`src/rtl/muldiv_unit.sv`:
```
// HI/LO multiply-divide unit: single-cycle 32x32 multiply and a 32-step
// restoring divider that share the HI/LO result registers.
module muldiv_unit (
    input  logic        clk,
    input  logic        reset,
    input  logic        start,
    input  logic [1:0]  op,
    input  logic [31:0] a,
    input  logic [31:0] b,
    input  logic        mthi,
    input  logic        mtlo,
    input  logic [31:0] wdata,
    output logic        busy,
    output logic        done,
    output logic        divzero,
    output logic [31:0] hi,
    output logic [31:0] lo
);

    typedef enum logic [1:0] {
        IDLE = 2'd0,
        MUL  = 2'd1,
        DIV  = 2'd2
    } state_t;

    state_t      state;
    state_t      state_next;
    logic [4:0]  count;
    logic [31:0] a_q;
    logic [31:0] b_q;
    logic        is_signed;
    logic        sign_a;
    logic        sign_b;
    logic        zero_div;
    logic [31:0] rem;
    logic [31:0] quot;
    logic [31:0] divisor;

    logic        start_signed;
    logic [31:0] mag_a;
    logic [31:0] mag_b;
    logic [63:0] ext_a;
    logic [63:0] ext_b;
    logic [63:0] prod;
    logic [32:0] shifted;
    logic        fits;
    logic [31:0] diff;
    logic [31:0] rem_next;
    logic [31:0] quot_next;
    logic [31:0] q_res;
    logic [31:0] r_res;

    always_comb begin
        state_next = state;
        case (state)
            IDLE: begin
                if (start) begin
                    state_next = (op[1] && (b != 32'd0)) ? DIV : MUL;
                end
            end
            MUL:     state_next = IDLE;
            DIV:     state_next = (count == 5'd31) ? IDLE : DIV;
            default: state_next = IDLE;
        endcase
    end

    assign busy = (state != IDLE);

    // Even opcodes (MULT, DIV) are the signed variants.
    assign start_signed = ~op[0];
    assign mag_a = (start_signed && a[31]) ? (32'd0 - a) : a;
    assign mag_b = (start_signed && b[31]) ? (32'd0 - b) : b;

    assign ext_a = is_signed ? {{32{a_q[31]}}, a_q} : {32'd0, a_q};
    assign ext_b = is_signed ? {{32{b_q[31]}}, b_q} : {32'd0, b_q};
    assign prod  = ext_a * ext_b;

    // One restoring step: the partial remainder pulls in the next dividend bit
    // from the top of the quotient register, which shifts quotient bits in below.
    assign shifted   = {rem, quot[31]};
    assign fits      = (shifted >= {1'b0, divisor});
    assign diff      = shifted[31:0] - divisor;
    assign rem_next  = fits ? diff : shifted[31:0];
    assign quot_next = {quot[30:0], fits};
    assign q_res     = (is_signed && (sign_a ^ sign_b)) ? (32'd0 - quot_next) : quot_next;
    assign r_res     = (is_signed && sign_a) ? (32'd0 - rem_next) : rem_next;

    always_ff @(posedge clk or posedge reset) begin
        if (reset) begin
            state     <= IDLE;
            count     <= 5'd0;
            a_q       <= 32'd0;
            b_q       <= 32'd0;
            is_signed <= 1'b0;
            sign_a    <= 1'b0;
            sign_b    <= 1'b0;
            zero_div  <= 1'b0;
            rem       <= 32'd0;
            quot      <= 32'd0;
            divisor   <= 32'd0;
            hi        <= 32'd0;
            lo        <= 32'd0;
            done      <= 1'b0;
            divzero   <= 1'b0;
        end else begin
            state   <= state_next;
            done    <= 1'b0;
            divzero <= 1'b0;
            case (state)
                IDLE: begin
                    if (start) begin
                        a_q       <= a;
                        b_q       <= b;
                        is_signed <= start_signed;
                        sign_a    <= a[31];
                        sign_b    <= b[31];
                        zero_div  <= op[1] && (b == 32'd0);
                        rem       <= 32'd0;
                        quot      <= mag_a;
                        divisor   <= mag_b;
                        count     <= 5'd0;
                    end else begin
                        if (mthi) hi <= wdata;
                        if (mtlo) lo <= wdata;
                    end
                end
                MUL: begin
                    done <= 1'b1;
                    if (zero_div) begin
                        hi      <= a_q;
                        lo      <= 32'hFFFF_FFFF;
                        divzero <= 1'b1;
                    end else begin
                        hi <= prod[63:32];
                        lo <= prod[31:0];
                    end
                end
                DIV: begin
                    rem   <= rem_next;
                    quot  <= quot_next;
                    count <= count + 5'd1;
                    if (count == 5'd31) begin
                        hi   <= r_res;
                        lo   <= q_res;
                        done <= 1'b1;
                    end
                end
                default: ;
            endcase
        end
    end

endmodule

```
`config.mk`:
```
export PLATFORM = sky130hd
export DESIGN_NAME = muldiv_unit
export DESIGN_NICKNAME = d
export VERILOG_FILES = /design/src/rtl/muldiv_unit.sv
export SDC_FILE = /design/constraint.sdc
export NUM_CORES = 2
export LEC_CHECK = 0
export CORE_UTILIZATION = 55
export DETAILED_ROUTE_END_ITERATION = 12
export HOLD_SLACK_MARGIN = 0.06
export PLACE_DENSITY_LB_ADDON = 0.12
export SYNTH_ARGS = -nofsm -noshare
export SYNTH_HDL_FRONTEND = slang
export SYNTH_SLANG_ARGS = --single-unit
```
`constraint.sdc`:
```
create_clock -name clk -period 20.8 [get_ports clk]
set_clock_uncertainty 0.1 [all_clocks]
set_input_delay 4.16 -clock clk [delete_from_list [all_inputs] [get_ports clk]]
set_output_delay 4.16 -clock clk [all_outputs]
set_load 0.02 [all_outputs]
```
# Word level (Yosys, flattened, before mapping)
# Cells that the tools add are included.
[totals]
inputBits = 103
ff_bits = 237
[classes]
order_cmp = 1
addsub = 6
reduce_logical = 16
n_bitwise = 2
n_eq_ne = 8
mul = 1
muxes = 31
[ops]
columns = ["op", "n"]
rows = [
  ["$mux W32", 15],
  ["$pmux W32 S3", 2],
  ["$mux W64", 2],
  ["$pmux W32 S2", 2],
  ["$sub A1 B32 Y32 const A", 4],
  ["$mul A64 B64 Y64", 1],
  ["$ge A33 B32 Y1", 1],
  ["$logic_not A32 Y1", 1],
  ["$reduce_bool A32 Y1", 1],
  ["$sub A32 B32 Y32", 1],
  ["$ne A2 B2 Y1 const B", 5],
  ["$pmux W5 S2", 1],
  ["$reduce_and A4 Y1", 2],
  ["$logic_and A1 B1 Y1", 6],
  ["$mux W2", 3],
  ["$add A5 B1 Y5 const B", 1],
  ["$eq A5 B5 Y1 const B", 1],
  ["$mux W5", 1],
  ["$pmux W2 S2", 1],
  ["$reduce_and A2 Y1", 2],
  ["$reduce_bool A2 Y1", 2],
  ["$mux W1", 3],
  ["$reduce_bool A3 Y1", 1],
  ["$eq A2 B1 Y1 const B", 1],
  ["5 further kinds", 5],
]

# Longest topological paths before layout
[depth]
word_depth = 6
mapped_depth = 37

# Least setup slack after synthesis
# Ideal clock, no wire load.
[synth_timing]
kind = "register to register"
from = "register is_signed"
to = "register hi[31]"
period_less_slack_ps = 9819
stages_incl_launch_ff = 33
required_time_ps = 20618
path_slack_ps = 10981
setup_ps = 82
arrival_ps = 9637
path_cell_list = "dfrtp_1 -> and2_0 -> clkbuf_1 -> buf_1 -> nand2_1 -> fa_1 -> inv_1 -> fa_1 -> fa_1 -> inv_1 -> fa_1 -> inv_1 -> fa_1 -> fa_1 -> fa_1 -> fa_1 -> fa_1 -> inv_1 -> fa_1 -> inv_1 -> ha_1 -> clkbuf_1 -> a41oi_1 -> o21ai_0 -> a21o_1 -> a21o_1 -> a21o_1 -> a2111o_1 -> a31oi_1 -> o31ai_1 -> xnor2_1 -> nand2_1 -> a31oi_1"
[synth_between]
elab_chain_cells = 4
word_cells_on_any_way = 8
cone_classes = "mul (1); mux (6); reduce/logical (1)"
[synth_lines]
columns = ["element", "line", "source"]
rows = [
  ["from (decl)", "31", "logic is_signed;"],
  ["from (signal assigned)", "114", "is_signed <= start_signed;"],
  ["$mux W64 (tied with other cells)", "74", "assign ext_a = is_signed ? {{32{a_q[31]}}, a_q} : {32'd0, a_q};"],
  ["$mul A64 B64 Y64 or $mux W32 (tied branches)", "76, 86", ""],
  ["$mux W32, on equally long branches", "129, 142", ""],
  ["$pmux W32 S3 *", "109", "case (state)"],
  ["to (signal assigned)", "123", "if (mthi) hi <= wdata;"],
  ["to (signal assigned)", "130", "hi <= a_q;"],
  ["to (signal assigned)", "134", "hi <= prod[63:32];"],
  ["to (decl)", "16", "output logic [31:0] hi,"],
]
# Mark *: on every way between the ends. The rest lies on a longest branch, timed or not. The select of a mux whose other input is x is not followed.
# A chain may end at the register's enable or synchronous reset.

# Worst setup path after layout
# Ends and elaborated chain as after synthesis.

==> reports/qor.yml <==
fill_cells: 10283
cts_setup_buffers: 0
die-area_um2: 117300
synth_edf_count: 0
die_h_um: 342.5
hp-class: "flop to flop"
synth-compound-area-share_pct: 8.507
final_nets: 8785
fmax_mhz: 92.75
hold_violations: 0
dp_slack_ps: 10110
yosysMostFrequentCell: "inv_1"
cp_slowest_cell: "fa_1"
cpPeakStageDelay_ps: 880
maxCapViolCount: 0
drv_slew: 0
die_w_um: 342.5
via_per_inst: 5.711
synth_cell_types: 108
cts.clk_slew.worst_paths_ps: 60
cts_buffer_depth: 3
cts_buffers: 27
synthCells: 6989
grt_use_met1_pct: 50.50
hold_buffers: 0
cp_max_fo: 34
yosysWarnings: 0
globalRouteMet3Util_pct: 5.143
multiInputGateArea_um2: 50550
cp_data_required_time_ps: 21190
hpwl_um: 161200
outcome: "finished with violations"
syn_to_final_growth_pct: 6.136
synth-async-reset-ratio_pct: 100.0
finalCriticalPeriod_ps: 10780
ys_seq_elements: 234
worst_pin_slew_ps: 1209
crit_path_start_kind: "flop"
min_period_over_period_pct: 51.84
synth_area_leaders: "fa_1 45%, inv_1 9.3%, dfrtp_1 9.2%"
grt_pass1_vias: 50762
postPlaceCellArea_um2: 66720
synth_nets: 8863
routed_wl_um: 201700
grt_max_degree: 108
synthFlopType: "dfrtp_1"
fp-row-count: 124
wl_per_cell_um: 23.86
grt_antenna_before_repair: 20
muxShareOfSynthArea_pct: 1.407
insertion_delay_ps: 580
cp_common_cell: "fa_1"
ios: 170
violations: "DRC"
firstDrtPassIters: 11
grt_usage_pct: 35.45
first_iter_violations: 4437
ant_nets: 0
synth_top_family_by_area: "adder cells"
max_slew_margin_pct: 19.22
vias: 48274
fin_area_um2: 67670
io_buffers: 169
drc: 58
worstSetupEndpointType: "flop"
worst_ep_arrival_time_ps: 11170
synth-seq-area-share_pct: 9.184
start_util_pct: 55.61
synth_top_area_cell: "fa_1"
layout_setup_ws_ps: 10020
busiest_layer: "met2"
crit_type: "flop to flop"
placed_cells: 8394
synth_top_area_share_pct: 44.58
root_buffer: "clkbuf_16"
seqCellArea_um2: 5867
gr-total-overflow: 0
cts_tree: "built"
htreeDepth: 1
syn-cell-area_um2: 63760
final_layout_size_suffix_gt1_share_pct: 4.069
place.gp.congestion: 0.9767
post_cts_resized: 0
rsz0062_at_grt: "false"
synthXorXnorAreaFrac_pct: 3.310
setup_viol: 0
yosys.area_share.simple_pct: 14.45
setup-tns-final_ps: 0
final_cells: 8453
synth_fa_ha_area_share_pct: 51.53
synth_common_cells: "1,586 x inv_1, 1,420 x fa_1, 812 x nand2_1"
grt_pass1_wl_um: 312000
grt_util_met2_pct: 56.52
clock-sinks: 234
postSynthAreaPerCell_um2: 9.123
core_um2: 114700
[worst max-delay path: cells and delay by family, from the launching register on]
family / cells / cell delay (ps)
simple gates: 3 / 720
fa+ha+maj: 11 / 6020
flops: 1 / 330
buf+inv: 7 / 1430
xor+xnor: 1 / 160
compound gates: 9 / 1880
[per-stage QoR]
stage	hold slack [ps]	utilization, %
global route	397.0	59.01
finish	373.9	59.02
CTS	378.3	59.00
floorplan	349.8	-
detailed placement	364.8	58.19
global placement	359.1	58.19
[cells by family (layout without fill, tap and decap cells)]
family	count (synthesis)	count (layout)
compound gates	834	834
flops	234	234
simple gates	1860	1860
xor+xnor	241	241
fa+ha+maj	1775	1775
buf+inv	1963	1905
other cells	0	10
mux	82	82
[path summary, 6_finish.rpt]
kind	depth (start not counted)	slack, ps	from	endpoint
setup / recovery	31	10020	is_signed	hi[31]
hold / removal	2	370	lo[12]	lo[12]
setup reg to reg	31	10020	is_signed	hi[31]
hold reg to reg	2	370	lo[12]	lo[12]
max in group asynchronous	3	15060	reset	b_q[10]
min in group asynchronous	2	4050	reset	divisor[11]
[sequential cells by signal, summed over array words and instances (netlist names), 2 cells and up]
register	count
b_q	32
count	5
state	2
a_q	32
rem	32
divisor	31
hi	32
lo	32
quot	32
[metal layers]
layer | up-vias | routed length [um]
met5 | - | 22
met4 | 4 | 6621
met3 | 311 | 16950
met2 | 1944 | 92010
met1 | 25069 | 86080
li1 | 20946 | -
[area by class of cell]
class	count	share of cell area (%)
antenna	10	0.03698
multi-input combinational	4792	74.70
sequential	234	8.669
timing repair buffer	269	3.609
clock inverter	10	0.1793
clock buffer	39	1.198
inverter	1587	8.814
tap	1512	2.795
[cell usage in the layout (no fill, tap or decap), drive strengths merged, types with 32 or more instances in the layout]
cell type      count
buf              100
inv             1587
xnor2            156
nor3              41
nand3             38
dfrtp            234
nand2b            32
and2             587
o21ai            240
clkdlybuf4s50    169
o31ai             62
mux2              61
ha               351
nor2             190
a221oi            39
and3              35
clkbuf            39
a21o              60
fa              1420
a21oi            230
nand2            813
xor2              85
Power is not shown: default switching activity piles up to over one toggle a cycle in this logic, so the estimate is an artifact.
